--- src/rtl/cpu_pkg.sv ---
// Shared fetch-stage types: PC operation encoding and reset address default.
package cpu_pkg;

    typedef enum logic [2:0] {
        INC    = 3'd0,
        JUMP   = 3'd1,
        BRANCH = 3'd2,
        CALL   = 3'd3,
        RET    = 3'd4
    } pc_op_t;

    localparam int unsigned RESET_ADDR_DEF = 0;

endpackage

--- src/rtl/pc_unit_if.sv ---
// Control-unit <-> program-counter bundle: op request in, fetch address and RAS status out.
interface pc_unit_if #(
    parameter int ADDR_W    = 9,
    parameter int OFF_W     = 6,
    parameter int RAS_DEPTH = 4
);
    localparam int CNT_W = $clog2(RAS_DEPTH) + 1;

    logic              stall;
    logic [2:0]        op;
    logic [ADDR_W-1:0] target;
    logic [OFF_W-1:0]  offset;
    logic              cond;
    logic [ADDR_W-1:0] address;
    logic [ADDR_W-1:0] link;
    logic [CNT_W-1:0]  ras_count;
    logic              ras_err;

    modport master (
        output stall, op, target, offset, cond,
        input  address, link, ras_count, ras_err
    );

    modport slave (
        input  stall, op, target, offset, cond,
        output address, link, ras_count, ras_err
    );
endinterface

--- src/rtl/pc_unit_ras_stack.sv ---
// Circular return-address stack: a full push overwrites the oldest entry, an empty pop is ignored.
// overflow/underflow are combinational flags on the offending request.
module ras_stack #(
    parameter int WIDTH = 9,
    parameter int DEPTH = 4
) (
    input  logic                       clk,
    input  logic                       reset,
    input  logic                       push,
    input  logic                       pop,
    input  logic [WIDTH-1:0]           push_dat,
    output logic [WIDTH-1:0]           top,
    output logic [$clog2(DEPTH):0]     count,
    output logic                       overflow,
    output logic                       underflow
);
    localparam int PTR_W = $clog2(DEPTH);
    localparam int CNT_W = PTR_W + 1;

    logic [WIDTH-1:0] mem [DEPTH];
    logic [PTR_W-1:0] wr_ptr;
    logic [PTR_W-1:0] top_ptr;
    logic             full;
    logic             empty;

    assign full      = (count == CNT_W'(DEPTH));
    assign empty     = (count == '0);
    assign overflow  = push && full;
    assign underflow = pop && empty;
    assign top_ptr   = wr_ptr - 1'b1;
    assign top       = empty ? '0 : mem[top_ptr];

    // wr_ptr always names the next free slot; when full that slot is the oldest entry
    always_ff @(posedge clk) begin
        if (reset) begin
            wr_ptr <= '0;
            count  <= '0;
        end else if (push) begin
            wr_ptr <= wr_ptr + 1'b1;
            if (!full)
                count <= count + 1'b1;
        end else if (pop && !empty) begin
            wr_ptr <= top_ptr;
            count  <= count - 1'b1;
        end
    end

    always_ff @(posedge clk) begin
        if (!reset && push)
            mem[wr_ptr] <= push_dat;
    end
endmodule

--- src/rtl/pc_unit.sv ---
// Fetch-stage program counter: sequential/jump/branch/call/return with an internal RAS.
// New address one cycle after op; stall freezes all state and masks ras_err.
module pc_unit
    import cpu_pkg::*;
#(
    parameter int          ADDR_W     = 9,
    parameter int          OFF_W      = 6,
    parameter int          STEP       = 1,
    parameter int          RAS_DEPTH  = 4,
    parameter int unsigned RESET_ADDR = RESET_ADDR_DEF
) (
    input  logic     clk,
    input  logic     reset,
    pc_unit_if.slave pc
);
    localparam int CNT_W = $clog2(RAS_DEPTH) + 1;

    logic [ADDR_W-1:0] address_q;
    logic [ADDR_W-1:0] seq_addr;
    logic [ADDR_W-1:0] rel_addr;
    logic [ADDR_W-1:0] next_addr;
    logic [ADDR_W-1:0] ras_top;
    logic [CNT_W-1:0]  ras_cnt;
    logic              push;
    logic              pop;
    logic              overflow;
    logic              underflow;
    logic              ras_err_q;

    assign seq_addr = address_q + ADDR_W'(STEP);
    assign rel_addr = address_q + {{(ADDR_W-OFF_W){pc.offset[OFF_W-1]}}, pc.offset};

    always_comb begin
        next_addr = seq_addr;
        push      = 1'b0;
        pop       = 1'b0;
        case (pc.op)
            JUMP:   next_addr = pc.target;
            BRANCH: if (pc.cond) next_addr = rel_addr;
            CALL: begin
                push      = !pc.stall;
                next_addr = pc.target;
            end
            RET: begin
                pop = !pc.stall;
                if (ras_cnt != '0) next_addr = ras_top;
            end
            default: ;
        endcase
    end

    ras_stack #(
        .WIDTH (ADDR_W),
        .DEPTH (RAS_DEPTH)
    ) u_ras (
        .clk       (clk),
        .reset     (reset),
        .push      (push),
        .pop       (pop),
        .push_dat  (seq_addr),
        .top       (ras_top),
        .count     (ras_cnt),
        .overflow  (overflow),
        .underflow (underflow)
    );

    always_ff @(posedge clk) begin
        if (reset) begin
            address_q <= ADDR_W'(RESET_ADDR);
            ras_err_q <= 1'b0;
        end else if (pc.stall) begin
            ras_err_q <= 1'b0;
        end else begin
            address_q <= next_addr;
            ras_err_q <= overflow || underflow;
        end
    end

    assign pc.address   = address_q;
    assign pc.link      = ras_top;
    assign pc.ras_count = ras_cnt;
    assign pc.ras_err   = ras_err_q;
endmodule

--- src/flat_wrapper.sv ---
// flat-port wrapper written by rule: the top's interface ports become plain ports
module pc_unit_flat import cpu_pkg::*;
#(
    parameter int          ADDR_W     = 9,
    parameter int          OFF_W      = 6,
    parameter int          STEP       = 1,
    parameter int          RAS_DEPTH  = 4,
    parameter int unsigned RESET_ADDR = RESET_ADDR_DEF
)
  (clk, reset, pc_stall, pc_op, pc_target, pc_offset, pc_cond, pc_address, pc_link, pc_ras_count, pc_ras_err);
  pc_unit_if #(.ADDR_W(ADDR_W), .OFF_W(OFF_W), .RAS_DEPTH(RAS_DEPTH)) pc_i ();
  input  logic clk;
  input  logic reset;
  input wire logic [$bits(pc_i.stall)-1:0] pc_stall;
  input wire logic [$bits(pc_i.op)-1:0] pc_op;
  input wire logic [$bits(pc_i.target)-1:0] pc_target;
  input wire logic [$bits(pc_i.offset)-1:0] pc_offset;
  input wire logic [$bits(pc_i.cond)-1:0] pc_cond;
  output wire logic [$bits(pc_i.address)-1:0] pc_address;
  output wire logic [$bits(pc_i.link)-1:0] pc_link;
  output wire logic [$bits(pc_i.ras_count)-1:0] pc_ras_count;
  output wire logic [$bits(pc_i.ras_err)-1:0] pc_ras_err;
  assign pc_i.stall = pc_stall;
  assign pc_i.op = pc_op;
  assign pc_i.target = pc_target;
  assign pc_i.offset = pc_offset;
  assign pc_i.cond = pc_cond;
  assign pc_address = pc_i.address;
  assign pc_link = pc_i.link;
  assign pc_ras_count = pc_i.ras_count;
  assign pc_ras_err = pc_i.ras_err;
  pc_unit #(.ADDR_W(ADDR_W), .OFF_W(OFF_W), .STEP(STEP), .RAS_DEPTH(RAS_DEPTH), .RESET_ADDR(RESET_ADDR)) u_core (.clk(clk), .reset(reset), .pc(pc_i));
endmodule
--- config.mk ---
export PLATFORM = sky130hd
export DESIGN_NAME = pc_unit_flat
export DESIGN_NICKNAME = d
export VERILOG_FILES = /design/src/rtl/cpu_pkg.sv /design/src/rtl/pc_unit_if.sv /design/src/rtl/pc_unit_ras_stack.sv /design/src/rtl/pc_unit.sv /design/src/flat_wrapper.sv
export SDC_FILE = /design/constraint.sdc
export NUM_CORES = 1
export LEC_CHECK = 0
export ABC_AREA = 1
export ABC_CLOCK_PERIOD_IN_PS = 2120
export BUFFER_PORTS_ARGS = -buffer_cell sky130_fd_sc_hd__buf_2
export CAP_MARGIN = 20
export CORE_ASPECT_RATIO = 0.7
export CORE_MARGIN = 2
export CORE_UTILIZATION = 30
export CTS_BUF_LIST = sky130_fd_sc_hd__clkbuf_16
export CTS_CLUSTER_SIZE = 12
export DETAILED_ROUTE_END_ITERATION = 8
export PLACE_DENSITY = 0.58
export SYNTH_ARGS = -nofsm -noshare
export SYNTH_HDL_FRONTEND = slang
export SYNTH_SLANG_ARGS = --single-unit
--- constraint.sdc ---
create_clock -name clk -period 2.12 [get_ports clk]
set_input_delay 0.424 -clock clk [delete_from_list [all_inputs] [get_ports clk]]
set_output_delay 0.424 -clock clk [all_outputs]
set_load 0.02 [all_outputs]
==> run_results.csv, run 1 <==
group,metric,value,unit
yosys,ys_seq_elements,51,
critical_path,critPathKind,"reg -> out",
detailed_routing,vias,2923,
yosys,synth_sequential_area_ratio,0.444,
timing,layout_min_cycle_time,2.04,ns
die,fp.coreArea,10200,sq um
yosys,synth.lib_cells_used.distinct,31,
yosys,synth_enable_flop_cells,36,
timing,setup-violations-final,0,
detailed_routing,drt_wl_total,8740,microns
detailed_routing,routed_wire_length_per_instance,14.3,microns
cts,clkSlewWorstSetupHoldPaths,0.07,ns
pwr,vdd.ir_drop.worst,0.000359,V
timing,grt_setup_unrepaired,"true",
detailed_routing,detail_route.drc_violations,0,
placement,gp_congestion,0.869,
cts,clkSinkCount,51,
grt,grt_first_pass_wirelength,14200,microns
placement,port_bufs,43,
yosys,synth_async_sr_flop_share,0,
critical_path,crit_start,"u_core.u_ras.wr_ptr[0]",
timing,skew,0.00801,ns
cts,cts_buffers,5,
die,io_pins,44,
timing,slew_viol_final,0,
die,die-height,89.2,microns
final_layout,n_fill_cell,1082,
critical_path,startpoint_types,"flip-flop",
critical_path,worst_setup_path_end_kind,"output port",
hold_path,worst_hold_startpoint,"pc_stall",
pwr,power_density,675,nW/um^2
die,die-area,11200,sq um
critical_path,max_fo_critical_path,7,
placement,minimum_setup_slack_after_placement,0.144,ns
placement,detailedPlacementHpwl,6690,microns
yosys,synth_area_per_cell,7.50,sq um
yosys,syn_inst,415,
cts,cts_root_buffer,"clkbuf_16",
pwr,power_leakage,1.84,nW
cts,h-tree-depth,2,
critical_path,critical_path_s_slowest_cell,"dfxtp_1",
timing,post-route-period-util,0.961,
final_layout,diodes,0,
critical_path,critical-path-max-stage-delay,0.35,ns
final_layout,layout.core_utilization,0.375,
detailed_routing,count_of_nets_left_with_antenna_violations_after_detail_routing,0,
die,dieWidth,126,microns
final_layout,fin_nets,515,
die,initial_core_util,0.304,
final_layout,post_route_cells_drive_above_1_share,0.211,
timing,achievable-frequency,0.491,GHz
die,fp-row-count,31,
grt,global_route.usage.total,0.163,
yosys,synthesis.yosys.warnings,0,
timing,final.setup.worst_slack,0.0817,ns
detailed_routing,vias_per_cell,4.78,
run,max-cap-violations,0,
cts,worst_skew_pair.late_latency,0.30,ns
yosys,yosys_most_used_dff,"edfxtp_1",
critical_path,crit_path_frequent_cell,"nand3_1",
detailed_routing,drt_first_iter_violations,229,
critical_path,endpoint_required_time_on_the_critical_path,1.70,ns
cts,postCtsHoldBufs,0,
cts,clockBufferDepth,2,
timing,slew-limit-headroom,0.714,
grt,first_global_vias,2733,
outcome,run_status,"complete, no violations",
yosys,synth_nets,452,
grt,antenna_found_initial,0,
timing,tightest_slew,0.427,ns
cts,clock_tree_from_tritoncts,"done",
critical_path,crit_chain,"inv_2 -> ha_4 -> buf_4 -> nand3_1 -> nand3_1 -> inv_1 -> buf_2",
grt,largest_net_degree_at_the_start_of_global_routing,23,
critical_path,crit_arrival,1.61,ns
critical_path,reg2reg_from,"u_core.pc.address[0]",
final_layout,post_synthesis_to_final_layout_area_growth,23.5,%
hold_path,holdCritPathClass,"in -> reg",
detailed_routing,drt-pass1-iter-count,4,
timing,final_hold_viol_count,0,
yosys,post_synth_instance_area,3110,sq um
grt,globalRoute.totalOverflow,0,
-- per-layer routing --
metal	wire length, microns	global-route usage
met1	4460	0.248
met2	3500	0.237
met3	696	0.0353
met4	85	0.0380
met5	0	0
-- cell type report --
cell class / instances / area [sq um] / area share
Multi-Input combinational cell: 293 / 1490 / 0.387
Sequential cell: 51 / 1380 / 0.360
Timing Repair Buffer: 65 / 395 / 0.103
Inverter: 62 / 238 / 0.0618
Tap cell: 132 / 165 / 0.0430
Clock buffer: 5 / 125 / 0.0326
Clock inverter: 3 / 47.5 / 0.0124
-- Yosys cell counts (4+ instances only) --
| cell | n | area (sq um) |
|---|---|---|
| nand2_1 | 124 | 465 |
| inv_1 | 56 | 210 |
| nor2_1 | 49 | 184 |
| nand3_1 | 39 | 195 |
| edfxtp_1 | 36 | 1080 |
| a21oi_1 | 19 | 95.1 |
| o21ai_0 | 16 | 80.1 |
| dfxtp_1 | 15 | 300 |
| ha_1 | 13 | 163 |
| buf_2 | 7 | 35.0 |
| inv_2 | 6 | 22.5 |
| o21ai_1 | 4 | 20.0 |
-- report_power, final --
group          switching (mW)  internal (mW)  total (mW)
Clock                   0.392          0.564       0.956
Sequential             0.0227           1.09        1.12
Combinational           0.338          0.183       0.521
Total                   0.752           1.84        2.59
-- stage by stage --
step / power (mW) / area [sq um] / cells / setup TNS (ns) / hold WS [ns]
detailed placement: 1.64 / 3600 / 600 / 0 / 0.536
finish: 2.59 / 3840 / 611 / 0 / 0.412
CTS: 2.60 / 3790 / 608 / 0 / 0.400
floorplan: 1.46 / 3120 / 415 / 0 / 0.496
global placement: 1.63 / 3600 / 600 / 0 / 0.530
global route: 2.72 / 3840 / 611 / -0.0423 / 0.419
-- worst paths after layout --
kind | endpoint | slack, ns | depth (start not counted)
worst max-delay path | pc_link[5] | 0.08 | 7
worst min-delay path | u_core.pc.ras_err | 0.41 | 2
worst max register to register | u_core.pc.address[6] | 0.22 | 13
worst min register to register | u_core.u_ras.count[1] | 0.55 | 2
-- kinds of logic (layout without fill, tap and decap cells) --
family | after synthesis | after routing | share of synthesized area
xor gates and xnor gates | 5 | 5 | 0.0141
adders and majority gates | 15 | 15 | 0.0651
and+or+nand+nor | 225 | 225 | 0.302
AOI/OAI and AO/OA | 48 | 48 | 0.0856
buffers and inverters | 71 | 135 | 0.0896
DFF | 51 | 51 | 0.444
-- registers in the layout, summed over array words and instances (netlist names) --
signal	flops
u_core.u_ras.mem	36
u_core.pc.ras_err	1
u_core.pc.address	9
u_core.u_ras.wr_ptr	2
u_core.u_ras.count	3
-- cells in the final DEF (no fill, tap or decap), types with 3 or more instances in the layout --
cell type | netlist | routed
nor2_2 | 1 | 4
o211ai_1 | 3 | 3
nand2_1 | 124 | 124
edfxtp_1 | 36 | 36
o21ai_1 | 4 | 4
inv_1 | 56 | 55
a21oi_2 | 1 | 4
o21ai_0 | 16 | 16
nand3_1 | 39 | 38
nand2_2 | 3 | 3
buf_4 | 1 | 23
a21oi_1 | 19 | 16
dfxtp_1 | 15 | 13
clkbuf_16 | 0 | 5
nor2_1 | 49 | 46
buf_2 | 7 | 40
xor2_1 | 3 | 3
inv_2 | 6 | 6
ha_1 | 13 | 12
nand3_2 | 2 | 3
-- critical path: cells and delay by family (launching register included) --
kind	cells	cell delay, ns
flip-flops	1	0.35
adder cells (fa/ha/maj)	1	0.31
AND/OR/NAND/NOR	2	0.22
buffers and inverters	4	0.44
-- timing repair --
| action | in CTS | in global routing |
|---|---|---|
| buffers inserted | 0 | 3 |
| setup endpoints to repair | 9 | 11 |
| pin swaps | 0 | 4 |
| resized for setup | 6 | 10 |
No activity file was read; power rests on OpenSTA's default activity.
==> run 2: changes to the inputs <==
CORE_ASPECT_RATIO = unset   (was 0.7)
==> run 2 against run 1 <==
Effect of this change: die area is 0.11% lower; critical path type unchanged; global-route usage shrank 1.4 points; largest cell class unchanged; clock skew about the same; total power shrank 7.2%; core utilization fell by 0.50 points; hold slack got worse by 0.0021 ns.
==> run_results.csv, run 2 (synthesis results as in run 1) <==
group,metric,value,unit
outcome,run_status,"complete, no violations",
grt,first_global_vias,2593,
placement,port_bufs,43,
cts,h-tree-depth,2,
final_layout,post_route_cells_drive_above_1_share,0.194,
die,io_pins,44,
cts,clkSlewWorstSetupHoldPaths,0.07,ns
die,fp-row-count,37,
timing,final_hold_viol_count,0,
cts,clock_tree_from_tritoncts,"done",
detailed_routing,routed_wire_length_per_instance,13.1,microns
final_layout,mostFrequentLayoutCell,"nand2_1",
final_layout,largest_register_ff_count,36,
timing,skew,0.00797,ns
cts,postCtsHoldBufs,0,
grt,grt_first_pass_wirelength,13100,microns
detailed_routing,drt_wl_total,8000,microns
grt,largest_net_degree_at_the_start_of_global_routing,23,
critical_path,endpoint_required_time_on_the_critical_path,1.70,ns
die,dieWidth,106,microns
run,max-cap-violations,0,
final_layout,diodes,0,
timing,setup-violations-final,0,
cts,worst_skew_pair.late_latency,0.29,ns
timing,hold_slack,0.410,ns
cts,cts_root_buffer,"clkbuf_16",
cts,cts_buffers,5,
timing,slew_viol_final,0,
die,die-area,11200,sq um
detailed_routing,drt-pass1-iter-count,4,
timing,post-route-period-util,0.959,
timing,layout_min_cycle_time,2.03,ns
timing,achievable-frequency,0.492,GHz
detailed_routing,count_of_nets_left_with_antenna_violations_after_detail_routing,0,
placement,gp_congestion,0.814,
pwr,switching_fraction_of_total_power,0.292,
critical_path,worst_setup_path_end_kind,"output port",
critical_path,startpoint_types,"flip-flop",
critical_path,max_fo_critical_path,9,
grt,global_route.usage.total,0.150,
pwr,power.internal,1.71,mW
placement,detailed_place.area,3590,sq um
die,fp.coreArea,10200,sq um
pwr,clock_power_share,0.329,
cts,clockBufferDepth,2,
cts,clkSinkCount,51,
final_layout,final_cell_count_no_fill,611,
critical_path,crit_arrival,1.61,ns
final_layout,n_fill_cell,1129,
final_layout,post_synthesis_to_final_layout_area_growth,21.2,%
pwr,p_seq_frac,0.465,
placement,place_inst,602,
detailed_routing,drt_first_iter_violations,115,
detailed_routing,vias_per_cell,4.58,
critical_path,critPathKind,"reg -> out",
grt,antenna_found_initial,0,
detailed_routing,detail_route.drc_violations,0,
die,initial_core_util,0.306,
timing,grt_setup_unrepaired,"true",
final_layout,cell_area_after_layout,3770,sq um
timing,tightest_slew,0.521,ns
pwr,power_leakage,1.80,nW
hold_path,holdCritPathClass,"in -> reg",
final_layout,layout_common_cells,"124 x nand2_1, 55 x inv_1, 48 x nor2_1, 40 x buf_2, 39 x nand3_1",
grt,globalRoute.totalOverflow,0,
timing,setup-tns-final,0,ns
pwr,power_density,638,nW/um^2
pwr,p_sw,0.703,mW
pwr,vdd.ir_drop.worst,0.000297,V
pwr,power_frac_comb,0.207,
placement,detailedPlacementHpwl,6230,microns
final_layout,max_flop_register,"u_core.u_ras.mem",
timing,slew-limit-headroom,0.650,
detailed_routing,vias,2796,
die,die-height,106,microns
final_layout,fin_nets,511,
==> run 2: cell count changes in the layout (fill, tap and decap cells not counted), sizes merged <==
cell | before | now
inv | 63 | 62
buf | 65 | 61
clkinv | 1 | 2
clkinvlp | 0 | 1
bufinv | 1 | 0
==> run 2: metal layers <==
layer / wire (microns) / GRT usage / vias to the layer above / part of all wire
met5: 0 / 0 / - / 0
met4: 108 / 0.0395 / 0 / 0.014
met3: 270 / 0.0278 / 11 / 0.034
met2: 4090 / 0.261 / 39 / 0.51
met1: 3530 / 0.191 / 1296 / 0.44
li1: - / - / 1450 / -
==> run 2: final timing paths <==
path	from	end	slack, ns	cells past startpoint
hold reg to reg	u_core.u_ras.count[1]	u_core.u_ras.count[1]	0.56	2
setup / recovery	u_core.u_ras.wr_ptr[1]	pc_link[2]	0.09	7
setup reg to reg	u_core.pc.address[1]	u_core.pc.address[8]	0.29	11
hold / removal	reset	u_core.u_ras.count[0]	0.41	2
==> run 2: stage by stage <==
step	power [mW]	worst slack, ns	utilization
finish	2.41	0.0878	0.370
detailed placement	1.63	0.138	0.353
global route	2.52	-0.00954	0.370
floorplan	1.46	0.0886	-
global placement	1.62	0.221	0.353
CTS	2.42	0.0132	0.369
==> run 2: area by class of cell <==
class / count / area, sq um / area share
Clock buffer: 5 / 125 / 0.0332
Clock inverter: 3 / 20.0 / 0.00531
Inverter: 62 / 235 / 0.0624
Multi-Input combinational cell: 293 / 1480 / 0.392
Sequential cell: 51 / 1390 / 0.367
Tap cell: 136 / 170 / 0.0451
Timing Repair Buffer: 61 / 358 / 0.0949
==> run 2: power by group through the flow <==
stage	sequential, mW	clock (mW)	combinational, mW
floorplan	1.16	0	0.304
global placement	1.14	0	0.484
detailed placement	1.14	0	0.490
CTS	1.12	0.803	0.498
global route	1.12	0.833	0.563
finish	1.12	0.791	0.498
==> run 2: worst max-delay path, cell delays in order (launching register included) <==
cell and delay (ns):
dfxtp_4 0.37, inv_2 0.05, ha_4 0.31, inv_4 0.07, nor2_2 0.10, o21ai_1 0.07, a21oi_2 0.18, buf_4 0.16
==> run 2: what timing repair did <==
item | CTS | global route
pin swaps | 0 | 2
gates resized for setup | 5 | 5
endpoints found under the setup margin | 9 | 9
buffers inserted | 0 | 1
